## config.mk

```make
export PLATFORM = sky130hd
export DESIGN_NAME = alaw_expand_sched_flat
export DESIGN_NICKNAME = d
export VERILOG_FILES = /design/src/rtl/alaw_pkg.sv /design/src/rtl/alaw_expand_sched_if.sv /design/src/rtl/alaw_sched_fifo.sv /design/src/rtl/alaw_expand_sched.sv /design/src/flat_wrapper.sv
export SDC_FILE = /design/constraint.sdc
export NUM_CORES = 1
export LEC_CHECK = 0
export BUFFER_PORTS_ARGS = -buffer_cell sky130_fd_sc_hd__buf_2
export CAP_MARGIN = 30
export CORE_AREA = 2 2 108 110
export DETAILED_ROUTE_END_ITERATION = 10
export DIE_AREA = 0 0 110 112
export PLACE_DENSITY = 0.75
export SYNTH_ARGS = -nofsm -noshare
export SYNTH_HDL_FRONTEND = slang
export SYNTH_SLANG_ARGS = --single-unit
```

## constraint.sdc

```tcl
create_clock -name clk -period 1.7 [get_ports clk]
set_input_delay 0.255 -clock clk [delete_from_list [all_inputs] [get_ports clk]]
set_output_delay 0.255 -clock clk [all_outputs]
set_load 0.02 [all_outputs]
```

## src/rtl/alaw_pkg.sv

```systemverilog
// -----------------------------------------------------------------------------
// alaw_pkg
// Shared constants, sample types and helpers for the A-law expander scheduler.
//   ALAW_CW / ALAW_EW : compressed / expanded sample widths
//   alaw_comp_t       : one compressed sample
//   alaw_exp_t        : one expanded sample
//   ch_w(n)           : bits needed to name one of n channels (never below 1)
// -----------------------------------------------------------------------------
package alaw_pkg;

  localparam int ALAW_CW = 15;
  localparam int ALAW_EW = 24;

  typedef logic [ALAW_CW-1:0] alaw_comp_t;
  typedef logic [ALAW_EW-1:0] alaw_exp_t;

  function automatic int ch_w(input int n);
    return (n > 2) ? $clog2(n) : 1;
  endfunction

endpackage

```

## src/rtl/alaw_expand_sched_if.sv

```systemverilog
// -----------------------------------------------------------------------------
// alaw_expand_sched_if
// Requester and result handshakes of the expander scheduler.
//   req_valid[NUM_CH]      requester -> scheduler, per-channel valid
//   req_data[NUM_CH*CW]    requester -> scheduler, channel i at [i*CW +: CW]
//   req_ready[NUM_CH]      scheduler -> requester, one-hot grant
//   res_valid/res_data/res_ch  scheduler -> consumer, FIFO head
//   res_ready              consumer -> scheduler
// Modports: master = requester/consumer side, slave = scheduler side.
// -----------------------------------------------------------------------------
interface alaw_expand_sched_if
  import alaw_pkg::*;
#(
  parameter int NUM_CH = 4,
  parameter int CW     = ALAW_CW,
  parameter int EW     = ALAW_EW
) ();

  logic [NUM_CH-1:0]       req_valid;
  logic [NUM_CH*CW-1:0]    req_data;
  logic [NUM_CH-1:0]       req_ready;
  logic                    res_valid;
  logic [EW-1:0]           res_data;
  logic [ch_w(NUM_CH)-1:0] res_ch;
  logic                    res_ready;

  modport master (
    output req_valid, req_data, res_ready,
    input  req_ready, res_valid, res_data, res_ch
  );

  modport slave (
    input  req_valid, req_data, res_ready,
    output req_ready, res_valid, res_data, res_ch
  );

endinterface

```

## src/rtl/alaw_sched_fifo.sv

```systemverilog
// -----------------------------------------------------------------------------
// alaw_sched_fifo
// Small synchronous FIFO holding {ch, data} results. The head comes straight
// from storage flops, so rd_data/rd_valid have no combinational input path.
//   clk, rst_n        clock, asynchronous active-low reset
//   wr_en, wr_data    push (ignored when full and not popping)
//   rd_en             pop (ignored when empty)
//   rd_valid, rd_data head entry
//   count             current occupancy
// -----------------------------------------------------------------------------
module alaw_sched_fifo #(
  parameter int DEPTH = 3,
  parameter int W     = 8
) (
  input  logic                       clk,
  input  logic                       rst_n,
  input  logic                       wr_en,
  input  logic [W-1:0]               wr_data,
  input  logic                       rd_en,
  output logic                       rd_valid,
  output logic [W-1:0]               rd_data,
  output logic [$clog2(DEPTH+1)-1:0] count
);

  localparam int AW   = (DEPTH > 1) ? $clog2(DEPTH) : 1;
  localparam int CNTW = $clog2(DEPTH + 1);

  logic [W-1:0]     mem_reg [DEPTH];
  logic [AW-1:0]    wr_ptr_reg;
  logic [AW-1:0]    rd_ptr_reg;
  logic [CNTW-1:0]  count_reg;
  logic             do_wr;
  logic             do_rd;
  logic [DEPTH-1:0] wr_sel;

  assign do_rd = rd_en && (count_reg != '0);
  // A pop frees the slot in the same edge, so full-with-pop still accepts.
  assign do_wr = wr_en && ((count_reg != CNTW'(DEPTH)) || do_rd);

  for (genvar gi = 0; gi < DEPTH; gi++) begin : g_wsel
    assign wr_sel[gi] = do_wr && (wr_ptr_reg == AW'(gi));
  end

  // Depth need not be a power of two, so pointers wrap explicitly.
  function automatic logic [AW-1:0] ptr_inc(input logic [AW-1:0] p);
    return (p == AW'(DEPTH - 1)) ? '0 : p + 1'b1;
  endfunction

  always_ff @(posedge clk or negedge rst_n) begin
    if (!rst_n) begin
      for (int i = 0; i < DEPTH; i++) mem_reg[i] <= '0;
      wr_ptr_reg <= '0;
      rd_ptr_reg <= '0;
      count_reg  <= '0;
    end else begin
      for (int i = 0; i < DEPTH; i++) begin
        if (wr_sel[i]) mem_reg[i] <= wr_data;
      end
      if (do_wr) wr_ptr_reg <= ptr_inc(wr_ptr_reg);
      if (do_rd) rd_ptr_reg <= ptr_inc(rd_ptr_reg);
      count_reg <= count_reg + CNTW'(do_wr) - CNTW'(do_rd);
    end
  end

  assign rd_valid = (count_reg != '0);
  assign rd_data  = mem_reg[rd_ptr_reg];
  assign count    = count_reg;

endmodule

```

## src/rtl/alaw_expand_sched.sv

```systemverilog
// -----------------------------------------------------------------------------
// alaw_expand_sched
// Round-robin scheduler sharing one A-law expander between NUM_CH requesters.
// The granted sample is registered onto exp_compressed, its channel tag rides
// a EXP_LAT+1 deep tag pipe, and the expander result is captured into a
// channel-tagged output FIFO. Credit (tags in flight + FIFO occupancy) is
// bounded by FIFO_DEPTH so the FIFO can never overflow under backpressure.
// Ports:
//   clk, rst_n      clock, asynchronous active-low reset
//   bus (slave)     req_valid/req_data/req_ready, res_valid/res_data/res_ch/res_ready
//   exp_compressed  registered expander input
//   exp_expanded    expander output, valid EXP_LAT edges after its input
//   stall_cnt, grant_cnt  only with ALAW_SCHED_STATS_EN defined: saturating
//                   counts of credit-stalled cycles and of grants
// -----------------------------------------------------------------------------
module alaw_expand_sched
  import alaw_pkg::*;
#(
  parameter int NUM_CH     = 4,
  parameter int CW         = ALAW_CW,
  parameter int EW         = ALAW_EW,
  parameter int EXP_LAT    = 1,
  parameter int FIFO_DEPTH = EXP_LAT + 2
) (
  input  logic               clk,
  input  logic               rst_n,
  alaw_expand_sched_if.slave bus,
  output logic [CW-1:0]      exp_compressed,
  input  logic [EW-1:0]      exp_expanded
`ifdef ALAW_SCHED_STATS_EN
  ,
  output logic [15:0]        stall_cnt,
  output logic [15:0]        grant_cnt
`endif
);

  localparam int CHW = ch_w(NUM_CH);
  localparam int CRW = $clog2(FIFO_DEPTH + 1);

  typedef struct packed {
    logic           valid;
    logic [CHW-1:0] ch;
  } tag_t;

  logic [CHW-1:0]       ptr_reg;
  logic [CRW-1:0]       credit_reg;
  logic [CW-1:0]        exp_comp_reg;
  tag_t [EXP_LAT:0]     tag_pipe_reg;

  logic                 pop;
  logic                 credit_ok;
  logic                 grant;
  logic [CHW-1:0]       winner;
  logic [NUM_CH-1:0]    grant_vec;
  logic [CRW-1:0]       fifo_count;

  assign pop = bus.res_valid && bus.res_ready;
  // Gating with rst_n keeps req_ready low for the whole reset window.
  assign credit_ok = rst_n && ((credit_reg - CRW'(pop)) < CRW'(FIFO_DEPTH));

  // First valid channel at or after the pointer, wrapping.
  always_comb begin
    grant     = 1'b0;
    winner    = '0;
    grant_vec = '0;
    for (int off = 0; off < NUM_CH; off++) begin
      if (credit_ok && !grant && bus.req_valid[(int'(ptr_reg) + off) % NUM_CH]) begin
        grant  = 1'b1;
        winner = CHW'((int'(ptr_reg) + off) % NUM_CH);
      end
    end
    if (grant) grant_vec[winner] = 1'b1;
  end

  assign bus.req_ready = grant_vec;

  always_ff @(posedge clk or negedge rst_n) begin
    if (!rst_n) begin
      ptr_reg      <= '0;
      credit_reg   <= '0;
      exp_comp_reg <= '0;
      tag_pipe_reg <= '0;
    end else begin
      if (grant) begin
        exp_comp_reg <= bus.req_data[int'(winner)*CW +: CW];
        ptr_reg      <= (winner == CHW'(NUM_CH - 1)) ? '0 : winner + 1'b1;
      end
      // Idle cycles push an invalid tag so stage EXP_LAT lines up with the
      // expander output for every issue slot.
      tag_pipe_reg <= {tag_pipe_reg[EXP_LAT-1:0], tag_t'{valid: grant, ch: winner}};
      credit_reg   <= credit_reg + CRW'(grant) - CRW'(pop);
    end
  end

  assign exp_compressed = exp_comp_reg;

  alaw_sched_fifo #(
    .DEPTH (FIFO_DEPTH),
    .W     (CHW + EW)
  ) u_fifo (
    .clk      (clk),
    .rst_n    (rst_n),
    .wr_en    (tag_pipe_reg[EXP_LAT].valid),
    .wr_data  ({tag_pipe_reg[EXP_LAT].ch, exp_expanded}),
    .rd_en    (bus.res_ready),
    .rd_valid (bus.res_valid),
    .rd_data  ({bus.res_ch, bus.res_data}),
    .count    (fifo_count)
  );

  // Credit counts FIFO entries plus in-flight tags, so it bounds occupancy.
  assert property (@(posedge clk) disable iff (!rst_n) fifo_count <= credit_reg);

`ifdef ALAW_SCHED_STATS_EN
  logic [15:0] stall_cnt_reg;
  logic [15:0] grant_cnt_reg;

  always_ff @(posedge clk or negedge rst_n) begin
    if (!rst_n) begin
      stall_cnt_reg <= '0;
      grant_cnt_reg <= '0;
    end else begin
      // With credit available some valid channel always wins, so a stall
      // is exactly "someone asks, credit says no".
      if ((|bus.req_valid) && !credit_ok && (stall_cnt_reg != 16'hFFFF))
        stall_cnt_reg <= stall_cnt_reg + 16'd1;
      if (grant && (grant_cnt_reg != 16'hFFFF))
        grant_cnt_reg <= grant_cnt_reg + 16'd1;
    end
  end

  assign stall_cnt = stall_cnt_reg;
  assign grant_cnt = grant_cnt_reg;
`endif

endmodule

```

## src/flat_wrapper.sv

```systemverilog
// flat-port wrapper written by rule: the top's interface ports become plain ports
module alaw_expand_sched_flat import alaw_pkg::*;
#(
  parameter int NUM_CH     = 4,
  parameter int CW         = ALAW_CW,
  parameter int EW         = ALAW_EW,
  parameter int EXP_LAT    = 1,
  parameter int FIFO_DEPTH = EXP_LAT + 2
)
  (clk, rst_n, exp_compressed, exp_expanded, bus_req_valid, bus_req_data, bus_res_ready, bus_req_ready, bus_res_valid, bus_res_data, bus_res_ch);
  alaw_expand_sched_if #(.NUM_CH(NUM_CH), .CW(CW), .EW(EW)) bus_i ();
  input  logic clk;
  input  logic rst_n;
  output logic [CW-1:0] exp_compressed;
  input  logic [EW-1:0] exp_expanded;
  input wire logic [$bits(bus_i.req_valid)-1:0] bus_req_valid;
  input wire logic [$bits(bus_i.req_data)-1:0] bus_req_data;
  input wire logic [$bits(bus_i.res_ready)-1:0] bus_res_ready;
  output wire logic [$bits(bus_i.req_ready)-1:0] bus_req_ready;
  output wire logic [$bits(bus_i.res_valid)-1:0] bus_res_valid;
  output wire logic [$bits(bus_i.res_data)-1:0] bus_res_data;
  output wire logic [$bits(bus_i.res_ch)-1:0] bus_res_ch;
  assign bus_i.req_valid = bus_req_valid;
  assign bus_i.req_data = bus_req_data;
  assign bus_i.res_ready = bus_res_ready;
  assign bus_req_ready = bus_i.req_ready;
  assign bus_res_valid = bus_i.res_valid;
  assign bus_res_data = bus_i.res_data;
  assign bus_res_ch = bus_i.res_ch;
  alaw_expand_sched #(.NUM_CH(NUM_CH), .CW(CW), .EW(EW), .EXP_LAT(EXP_LAT), .FIFO_DEPTH(FIFO_DEPTH)) u_core (.clk(clk), .rst_n(rst_n), .bus(bus_i), .exp_compressed(exp_compressed), .exp_expanded(exp_expanded));
endmodule
```

==> reports/results.tsv <==
metric	value	unit
critPathArrivalTime	1.96	ns
holdWs	0.1781	ns
cellLeakagePower	3.796	nW
grt_pass1_wl	21450	um
r2r_cells	13	
dp.cells	702	
post_drt_via_cell_ratio	5.341	
power_density	2066	nW/um2
clock-root-buffer	clkbuf_16	
cts_num_sinks	109	
drcViolationCount	0	
core	11170	um2
grt_max_degree	77	
rr_startpoint	u_core.u_fifo.count[0]$_DFF_PN0_	
synth_area	5199	um2
largest_register_ffs	78	
ioPinCount	137	
clock.fmax	451.6	MHz
worstSkewPairLatency	0.33	ns
ys.warnings.count	0	
synthTopCellsByArea	dfrtp_1, mux2_2, mux2i_1	
slew_headroom	0.7217	
antenna_cells	0	
design_area	7971	um2
routabilityCongestion	0.8434	
grt_pass1_vias	4307	
postRouteAntennaNets	0	
worst_slew_pin_slew	0.4175	ns
synth_fp_nets	502	
crit_fanout	4	
final_nets	701	
status	complete, but fails checks	
rows	39	
place.port_buffers	136	
violations	setup timing	
first_iter_violations	130	
htreeDepth	3	
routed_wl	14280	um
end_kind	output pin	
wl_per_cell	18.94	um
hold_depth	2	
die-area	12320	um2
layout-drive-gt1-share	0.6628	
place_area	6336	um2
antenna_found_initial	0	
area_growth	53.33	%
clk_pin_slew	0.07	ns
rsz0062_at_grt	true	
numCtsBuffers	9	
fp.dieH	112	um
start_util	0.4652	
num_vias	4027	
fin_cells	754	
setup_viol	130	
grt.total_usage	0.2261	
synth_cell_types	38	
holdPathEnd	u_core.u_fifo.mem_reg[67]$_DFFE_PN0P_	
drv_slew	0	
min-delay-start	exp_expanded[15]	
synth_area_per_cell	12.77	um2
vdd_drop_max	1.169	mV
fin_setup_tns	-35.81	ns
path_class	flop to output pin	
fin_ws	-0.5145	ns
hold_viol_final	0	
fin_crit	2.215	ns
gr-total-overflow	0	
ys_seq_area_frac	0.5247	
synthCells	407	
synth_seq_cells	109	
hold_path.class	input port to flop	
drv_cap	0	
synth_top_cell_by_area	dfrtp_1	
cp-start-kind	flop	
skew	0.01035	ns
place_hpwl	8440	um
r2r_end	u_core.u_fifo.mem_reg[32]$_DFFE_PN0P_	
fill_cells	738	
synth_top_area_frac	0.5247	
ff2ff_setup_slack	-0.42	ns
clock_path_buffers	2	
fin_crit_sh	1.303	
crit_required	1.44	ns
die_width	110	um
cts_tree	done	
dr.pass1.iters	5	
## area by class of cell
type	instances	area, um2	share of cell area
clock buffers	11	242.7	0.03045
multi-input cells	267	2913	0.3654
well taps	143	178.9	0.02245
repair buffers	212	1823	0.2287
flip-flops and latches	109	2729	0.3423
inverters	7	26.28	0.003296
clock inverters	5	58.81	0.007377
## cells by family after synthesis
group	synth area share
muxes	0.2816
AOI/OAI and AO/OA	0.08231
DFF	0.5247
and+or+nand+nor	0.05921
xor gates and xnor gates	0.008423
buffers and inverters	0.03418
adders and majority gates	0.009627
## cells in the final DEF (no fill, tap or decap), types with 4 or more instances in the layout
master,instances
o21ai_4,5
inv_1,4
mux2i_4,6
a221oi_2,12
o21ai_2,15
buf_12,13
a221oi_1,4
mux2i_1,43
buf_2,104
nand2_4,12
buf_4,41
o21ai_1,9
nand2_2,16
nand2_1,4
buf_16,7
mux2i_2,8
nor2_1,19
buf_8,4
mux2_4,31
mux2_2,48
dfrtp_1,108
buf_6,41
clkbuf_16,9
## timing repair
| item | in CTS | in global routing |
|---|---|---|
| resized for setup | 130 | 153 |
| setup endpoints to repair | 98 | 133 |
| hold endpoints to repair | 1 | 2 |
| gates cloned | 13 | 0 |
| pin swaps | 36 | 31 |
| buffers inserted | 16 | 20 |
| hold buffers | 1 | 1 |
## power breakdown
group | switching [mW] | internal [mW] | total, mW
clock | 0.939 | 1.19 | 2.13
sequential | 0.953 | 3.87 | 4.82
combinational | 4.33 | 5.19 | 9.52
total | 6.22 | 10.2 | 16.5
## cell usage after synthesis, drive strengths merged
cell type and count:
o41ai 1, inv 7, buf 18, o22ai 1, and2 1, clkbuf 6
or3b 1, a221oi 17, a22oi 1, nand2 32, and3b 1, ha 4
xnor2 5, nor3 4, or2 3, nor4 1, dfrtp 109, nor2 22
mux2 79, a21oi 1, nor2b 3, mux2i 57, a21o 3, o21ai 30
## critical path, cell delays in order (launching register included)
cell     delay (ns)
dfrtp_1        0.43
a21oi_1        0.13
o21ai_0        0.11
a22oi_2        0.29
nor2b_1        0.23
ha_2           0.19
and2_4         0.13
buf_6          0.10
## worst max path at each step
stage	to	slack, ns	depth (start not counted)	start
after floorplan	bus_req_ready[0]	-0.32	7	u_core.u_fifo.count[1]$_DFF_PN0_
after global placement	u_core.exp_compressed[2]$_DFFE_PN0P_	-0.36	6	bus_req_valid[0]
after detailed placement	bus_req_ready[2]	-0.31	6	u_core.ptr_reg[0]$_DFFE_PN0P_
after CTS	bus_req_ready[3]	-0.46	7	u_core.u_fifo.count[0]$_DFF_PN0_
after global routing	bus_req_ready[3]	-0.60	7	u_core.ptr_reg[1]$_DFFE_PN0P_
final	bus_req_ready[3]	-0.51	7	u_core.ptr_reg[1]$_DFFE_PN0P_
## per-layer routing
metal	track usage	vias to the layer above	wire length, um	share of wire
li1	-	1851	-	-
met1	0.2546	1997	5416	0.38
met2	0.4184	150	7635	0.53
met3	0.04274	29	836	0.059
met4	0.07595	0	390	0.027
met5	0	-	0	0
## metrics by stage
stage / power, mW / utilization / worst slack (ns)
floorplan: 8.710 / - / -0.3169
global placement: 10.57 / 0.5660 / -0.3553
detailed placement: 10.88 / 0.5670 / -0.3098
CTS: 14.91 / 0.6626 / -0.4569
global route: 17.32 / 0.7134 / -0.6029
finish: 16.47 / 0.7134 / -0.5145
Power figures use the tool's default switching activity.
